[config.mk]
export PLATFORM = sky130hd
export DESIGN_NAME = saw_gen_nco
export DESIGN_NICKNAME = d
export VERILOG_FILES = /design/src/rtl/saw_gen_nco.sv
export SDC_FILE = /design/constraint.sdc
export NUM_CORES = 1
export LEC_CHECK = 0
export ABC_AREA = 1
export BUFFER_PORTS_ARGS = -buffer_cell sky130_fd_sc_hd__buf_2
export CORE_ASPECT_RATIO = 1.1
export CORE_UTILIZATION = 38
export CTS_CLUSTER_SIZE = 28
export DETAILED_ROUTE_END_ITERATION = 10
export GPL_ROUTABILITY_DRIVEN = 1
export HOLD_SLACK_MARGIN = 0.08
export PLACE_DENSITY_LB_ADDON = 0.15
export SYNTH_ARGS = -nofsm -noshare
export SYNTH_HDL_FRONTEND = slang
export SYNTH_SLANG_ARGS = --single-unit
[constraint.sdc]
create_clock -name clk -period 7.5 [get_ports clk]
set_clock_uncertainty 0.2 [all_clocks]
set_input_delay 0.75 -clock clk [delete_from_list [all_inputs] [get_ports clk]]
set_output_delay 0.75 -clock clk [all_outputs]
set_load 0.005 [all_outputs]
[src/rtl/saw_gen_nco.sv]
// saw_gen_nco: phase-accumulator waveform generator feeding the DAC.
// Waveforms: saw, reverse saw, triangle and square, each with a phase offset
// and an amplitude scale. One sample leaves per clock through a 2-stage
// pipeline, together with a wrap marker aligned to that sample.
// Optional build macro SAW_GEN_SHADOW_EN: the tuning inputs are copied into
// shadow registers, and those copies change only at a period boundary, so
// retuning does not glitch.
module saw_gen_nco #(
   parameter int DAC_W  = 14,
   parameter int ACC_W  = 24,
   parameter int FREQ_W = 12,
   parameter int AMP_W  = 8,
   parameter int PH_W   = 8
) (
   input  logic              clk,
   input  logic              rst,
   input  logic              en,
   input  logic              sync,
   input  logic [1:0]        mode,
   input  logic [FREQ_W-1:0] state_freq,
   input  logic [AMP_W-1:0]  state_amp,
   input  logic [PH_W-1:0]   state_phase,
   output logic [DAC_W-1:0]  DAC_in,
   output logic              wrap
);

   localparam int PROD_W = DAC_W + AMP_W + 1;

   // Parameter values actually used by the datapath
   logic [FREQ_W-1:0] freq_eff_s;
   logic [AMP_W-1:0]  amp_eff_s;
   logic [PH_W-1:0]   ph_eff_s;
   logic [1:0]        mode_eff_s;

   // Stage 0: accumulator
   logic [ACC_W:0]    sum_s;
   logic [ACC_W-1:0]  acc_q, acc_d;
   logic              flag0_q, flag0_d;
   logic              en0_q;
   logic              carry_s;

   // Stage 1: shaped sample
   logic [DAC_W-1:0]  p_s, tri_s, ph_ext_s, shape_s, s1_d, s1_q;
   logic              flag1_q;
   logic [AMP_W-1:0]  amp1_q;

   // Stage 2: scaled sample
   logic [AMP_W:0]    amp_p1_s;
   logic [PROD_W-1:0] prod_s;
   logic [DAC_W-1:0]  y_s;

`ifdef SAW_GEN_SHADOW_EN
   logic [FREQ_W-1:0] freq_sh_q;
   logic [AMP_W-1:0]  amp_sh_q;
   logic [PH_W-1:0]   ph_sh_q;
   logic [1:0]        mode_sh_q;

   // Shadows reload only while idle, on a restart, or at the wrap edge
   always_ff @(posedge clk) begin
      if (rst || !en || sync || carry_s) begin
         freq_sh_q <= state_freq;
         amp_sh_q  <= state_amp;
         ph_sh_q   <= state_phase;
         mode_sh_q <= mode;
      end else begin
         freq_sh_q <= freq_sh_q;
         amp_sh_q  <= amp_sh_q;
         ph_sh_q   <= ph_sh_q;
         mode_sh_q <= mode_sh_q;
      end
   end

   assign freq_eff_s = freq_sh_q;
   assign amp_eff_s  = amp_sh_q;
   assign ph_eff_s   = ph_sh_q;
   assign mode_eff_s = mode_sh_q;
`else
   assign freq_eff_s = state_freq;
   assign amp_eff_s  = state_amp;
   assign ph_eff_s   = state_phase;
   assign mode_eff_s = mode;
`endif

   // Carry-out of the wide add is the wrap event
   assign sum_s = {1'b0, acc_q} + (ACC_W+1)'(freq_eff_s);

   // Accumulator next state: sync beats en; idle holds phase at zero
   always_comb begin
      acc_d   = {ACC_W{1'b0}};
      flag0_d = 1'b0;
      carry_s = 1'b0;
      if (sync) begin
         acc_d   = {ACC_W{1'b0}};
         flag0_d = 1'b1;
      end else if (!en) begin
         acc_d   = {ACC_W{1'b0}};
         flag0_d = 1'b0;
      end else begin
         acc_d   = sum_s[ACC_W-1:0];
         flag0_d = sum_s[ACC_W];
         carry_s = sum_s[ACC_W];
      end
   end

   // Stage 0 registers; en is carried along so the output zeroes in step
   always_ff @(posedge clk) begin
      if (rst) begin
         acc_q   <= {ACC_W{1'b0}};
         flag0_q <= 1'b0;
         en0_q   <= 1'b0;
      end else begin
         acc_q   <= acc_d;
         flag0_q <= flag0_d;
         en0_q   <= en;
      end
   end

   assign ph_ext_s = DAC_W'(ph_eff_s) << (DAC_W - PH_W);
   assign p_s      = acc_q[ACC_W-1 -: DAC_W] + ph_ext_s;
   assign tri_s    = {p_s[DAC_W-2:0], 1'b0};

   // Waveform shaping from the offset phase
   always_comb begin
      shape_s = {DAC_W{1'b0}};
      case (mode_eff_s)
         2'b00:   shape_s = p_s;
         2'b01:   shape_s = ~p_s;
         2'b10:   shape_s = p_s[DAC_W-1] ? ~tri_s : tri_s;
         2'b11:   shape_s = p_s[DAC_W-1] ? {DAC_W{1'b1}} : {DAC_W{1'b0}};
         default: shape_s = {DAC_W{1'b0}};
      endcase
      if (en0_q) begin
         s1_d = shape_s;
      end else begin
         s1_d = {DAC_W{1'b0}};
      end
   end

   // Stage 1 registers: shaped sample, wrap flag and the amplitude to apply
   always_ff @(posedge clk) begin
      if (rst) begin
         s1_q    <= {DAC_W{1'b0}};
         flag1_q <= 1'b0;
         amp1_q  <= {AMP_W{1'b0}};
      end else begin
         s1_q    <= s1_d;
         flag1_q <= flag0_q;
         amp1_q  <= amp_eff_s;
      end
   end

   // Full-width product; amp = max gives unity gain
   assign amp_p1_s = {1'b0, amp1_q} + {{AMP_W{1'b0}}, 1'b1};
   assign prod_s   = PROD_W'(s1_q) * PROD_W'(amp_p1_s);
   assign y_s      = DAC_W'(prod_s >> AMP_W);

   // Stage 2 registers drive the DAC and the trigger marker
   always_ff @(posedge clk) begin
      if (rst) begin
         DAC_in <= {DAC_W{1'b0}};
         wrap   <= 1'b0;
      end else begin
         DAC_in <= y_s;
         wrap   <= flag1_q;
      end
   end

endmodule

==> flow_summary.toml <==
[finish]
final_cell_mix = "inv_1 (215), nand2_1 (197), nor2_1 (131)"
final_nets = 1228
layout_commonest_cell = "inv_1"
syn_to_final_growth_pct = 10.51
antenna_cells = 0
fill_cells = 2011
design_area_mm2 = 0.008039
drive_above_1_share = 0.09366

[pwr]
p_leak_uw = 0.004029
p_per_area_mw_per_mm2 = 119.8
ir_drop_mv = 0.1022

[worst_setup_path]
crit_path_frequent_cell = "nand2_1"
path_class = "register to register"
slowest_delay_ps = 540
r2r_end = "DAC_in[13]$_SDFF_PP0_"
cpMaxStageDelayCell = "fa_1"
crit_required_ps = 7590
crit_path_end_kind = "register"
crit_buf_inv = 7
crit_end = "DAC_in[13]$_SDFF_PP0_"
crit_family = "adder cells"
path_max_fanout = 8
worstSetupStartpointType = "register"
startpoint = "amp1_q[0]$_SDFF_PP0_"
timing.reg2reg.worst_path_depth = 27
reg2reg_slack_ps = 1970
reg2reg_from = "amp1_q[0]$_SDFF_PP0_"
arrival_ps = 5620
path_depth = 27

[synthesis]
syn_nets = 1187
syn_inst = 1011
syn_avg_cell_area_um2 = 7.195
synthFlopType = "dfxtp_1"
netlist_area_mm2 = 0.007274
synth-edff-count = 0
ys_types = 43
async_flop_share = 0
synth-seq-cells = 64
yosys_warnings = 0
yosysSeqAreaShare = 0.1761

[drt]
vias = 6249
ant_nets = 0
drtPass1Iterations = 4
wirelength_um = 18240
drc_errors = 0
routed_via_density = 4.807
drt_iter0_markers = 341
wl_per_cell_um = 14.03

[global_route]
grt_max_degree = 17
antenna_found_initial = 0
gr-usage-all-layers = 0.2020
grt_pass1_wl_um = 30910
grt_pass1_vias = 6339
grt-ovfl-total = 0

[timing]
fin_setup_tns_ps = 0
max_clock_freq_mhz = 180.7
fin_crit_ps = 5533
finalSetupViolCount = 0
hold_viol_final = 0
rsz0062_at_grt = "no"
relSlewSlack = 0.3899
worstMarginPinSlew_ps = 911.7
timing.final.crit_share = 0.7377
slew_viol_final = 0

[floorplan]
boundaryPins = 49
row_count = 52
die_height_um = 147.1
die_w_um = 133.9
die_area_mm2 = 0.01970
coreArea_mm2 = 0.01854
initial_core_util = 0.3923

[status]
outcome = "finished, final reports clean"

[placed_design]
place_area_mm2 = 0.007732
hpwl_um = 14920
place.gp.congestion = 0.8439
port_buffers = 48

[worst_hold_path]
hp-class = "register to register"

[clock_tree]
cts_max_level = 3
cts_resized = 0
cts_buffer_depth = 2
clk_latency_ps = 350
clkSinkCount = 64
cts_tree = "done"
cts_buffers = 9
root_buffer = "clkbuf_16"
postCtsSetupBuffers = 0
cts_hold_buf = 0
clk_pin_slew_ps = 60

[run]
drv_cap = 0
## metal layers
| metal | part of all wire | vias up | track usage |
|---|---|---|---|
| li1 | - | 3177 | - |
| met1 | 0.44 | 2949 | 0.2405 |
| met2 | 0.52 | 102 | 0.3702 |
| met3 | 0.031 | 21 | 0.02968 |
| met4 | 0.019 | 0 | 0.06193 |
| met5 | 0 | - | 0 |
## metrics by stage
stage | hold WS (ps) | instances | worst slack, ps | power (uW) | util
4_1_cts | 210.3 | 1300 | 1961 | 977.3 | 0.4335
2_1_floorplan | 188.3 | 1011 | 2511 | 485.7 | -
6_report | 208.5 | 1300 | 1967 | 963.0 | 0.4335
3_5_place_dp | 201.5 | 1284 | 1983 | 536.5 | 0.4170
3_3_place_gp | 197.8 | 1284 | 1992 | 535.3 | 0.4170
5_1_grt | 229.2 | 1300 | 1536 | 1016 | 0.4335
## worst min path at each step
stage	startpoint	to	slack [ps]	cells past startpoint
after floorplan	flag0_q$_SDFF_PP0_	flag1_q$_SDFF_PP0_	190	2
after global placement	flag1_q$_SDFF_PP0_	wrap$_SDFF_PP0_	200	2
after detailed placement	flag1_q$_SDFF_PP0_	wrap$_SDFF_PP0_	200	2
after CTS	flag1_q$_SDFF_PP0_	wrap$_SDFF_PP0_	210	2
after global routing	flag1_q$_SDFF_PP0_	wrap$_SDFF_PP0_	230	2
final	flag1_q$_SDFF_PP0_	wrap$_SDFF_PP0_	210	2
## cell families (layout without fill, tap and decap cells)
family / after synthesis / count (layout) / synth area share
adders and majority gates: 142 / 142 / 0.3320
and+or+nand+nor: 401 / 401 / 0.2334
buffers and inverters: 237 / 283 / 0.1249
xor gates and xnor gates: 14 / 14 / 0.01685
AOI/OAI and AO/OA: 153 / 153 / 0.1168
DFF: 64 / 64 / 0.1761
## synthesized netlist by cell type, types with 2 or more instances
cell type	number	area share
dfxtp_1	64	0.18
o21ai_2	2	0.0024
nand2_4	3	0.0046
a21boi_0	2	0.0021
xnor2_1	4	0.0048
a21oi_2	2	0.0024
a21oi_1	71	0.049
buf_2	6	0.0041
nand4_1	5	0.0043
a21o_1	3	0.0031
inv_1	215	0.11
nand2_2	16	0.014
o21ai_0	47	0.032
o21a_1	8	0.0083
o21bai_1	4	0.0041
nand2_1	197	0.10
o21ai_1	7	0.0048
nor2_1	131	0.068
inv_2	3	0.0015
nor2_4	3	0.0046
clkbuf_1	8	0.0041
fa_1	85	0.23
and2_1	2	0.0017
o211ai_1	3	0.0031
ha_1	57	0.098
xor2_1	10	0.012
buf_1	2	0.0010
nor3_1	3	0.0021
nand3_1	34	0.023
## where the power goes
part / internal [uW] / switching, uW / leakage (uW)
Clock: 267 / 169 / 0.000145
Sequential: 352 / 9.07 / 0.000522
Combinational: 57.1 / 109 / 0.00336
## worst reg2reg max path: cells and delay by family (launching register included)
family,cells,cell delay (ps)
fa+ha+maj,6,2630
compound gates,1,290
simple gates,13,1400
buf+inv,7,570
flops,1,390
## flip-flops by register name, summed over array words and instances, names as in the netlist
register	cells
flag1_q	1
acc_q	24
DAC_in	14
flag0_q	1
wrap	1
amp1_q	8
s1_q	14
en0_q	1
## final cells by class
cell class                      count  area (um2)  area share
Timing Repair Buffer               48       240.2     0.02988
Tap cell                          243       304.0     0.03782
Clock inverter                      6       67.56    0.008405
Sequential cell                    64        1281      0.1594
Inverter                          219       822.0      0.1023
Clock buffer                       10       239.0     0.02973
Multi-Input combinational cell    710        5085      0.6325
(Power assumes the default switching activity.)
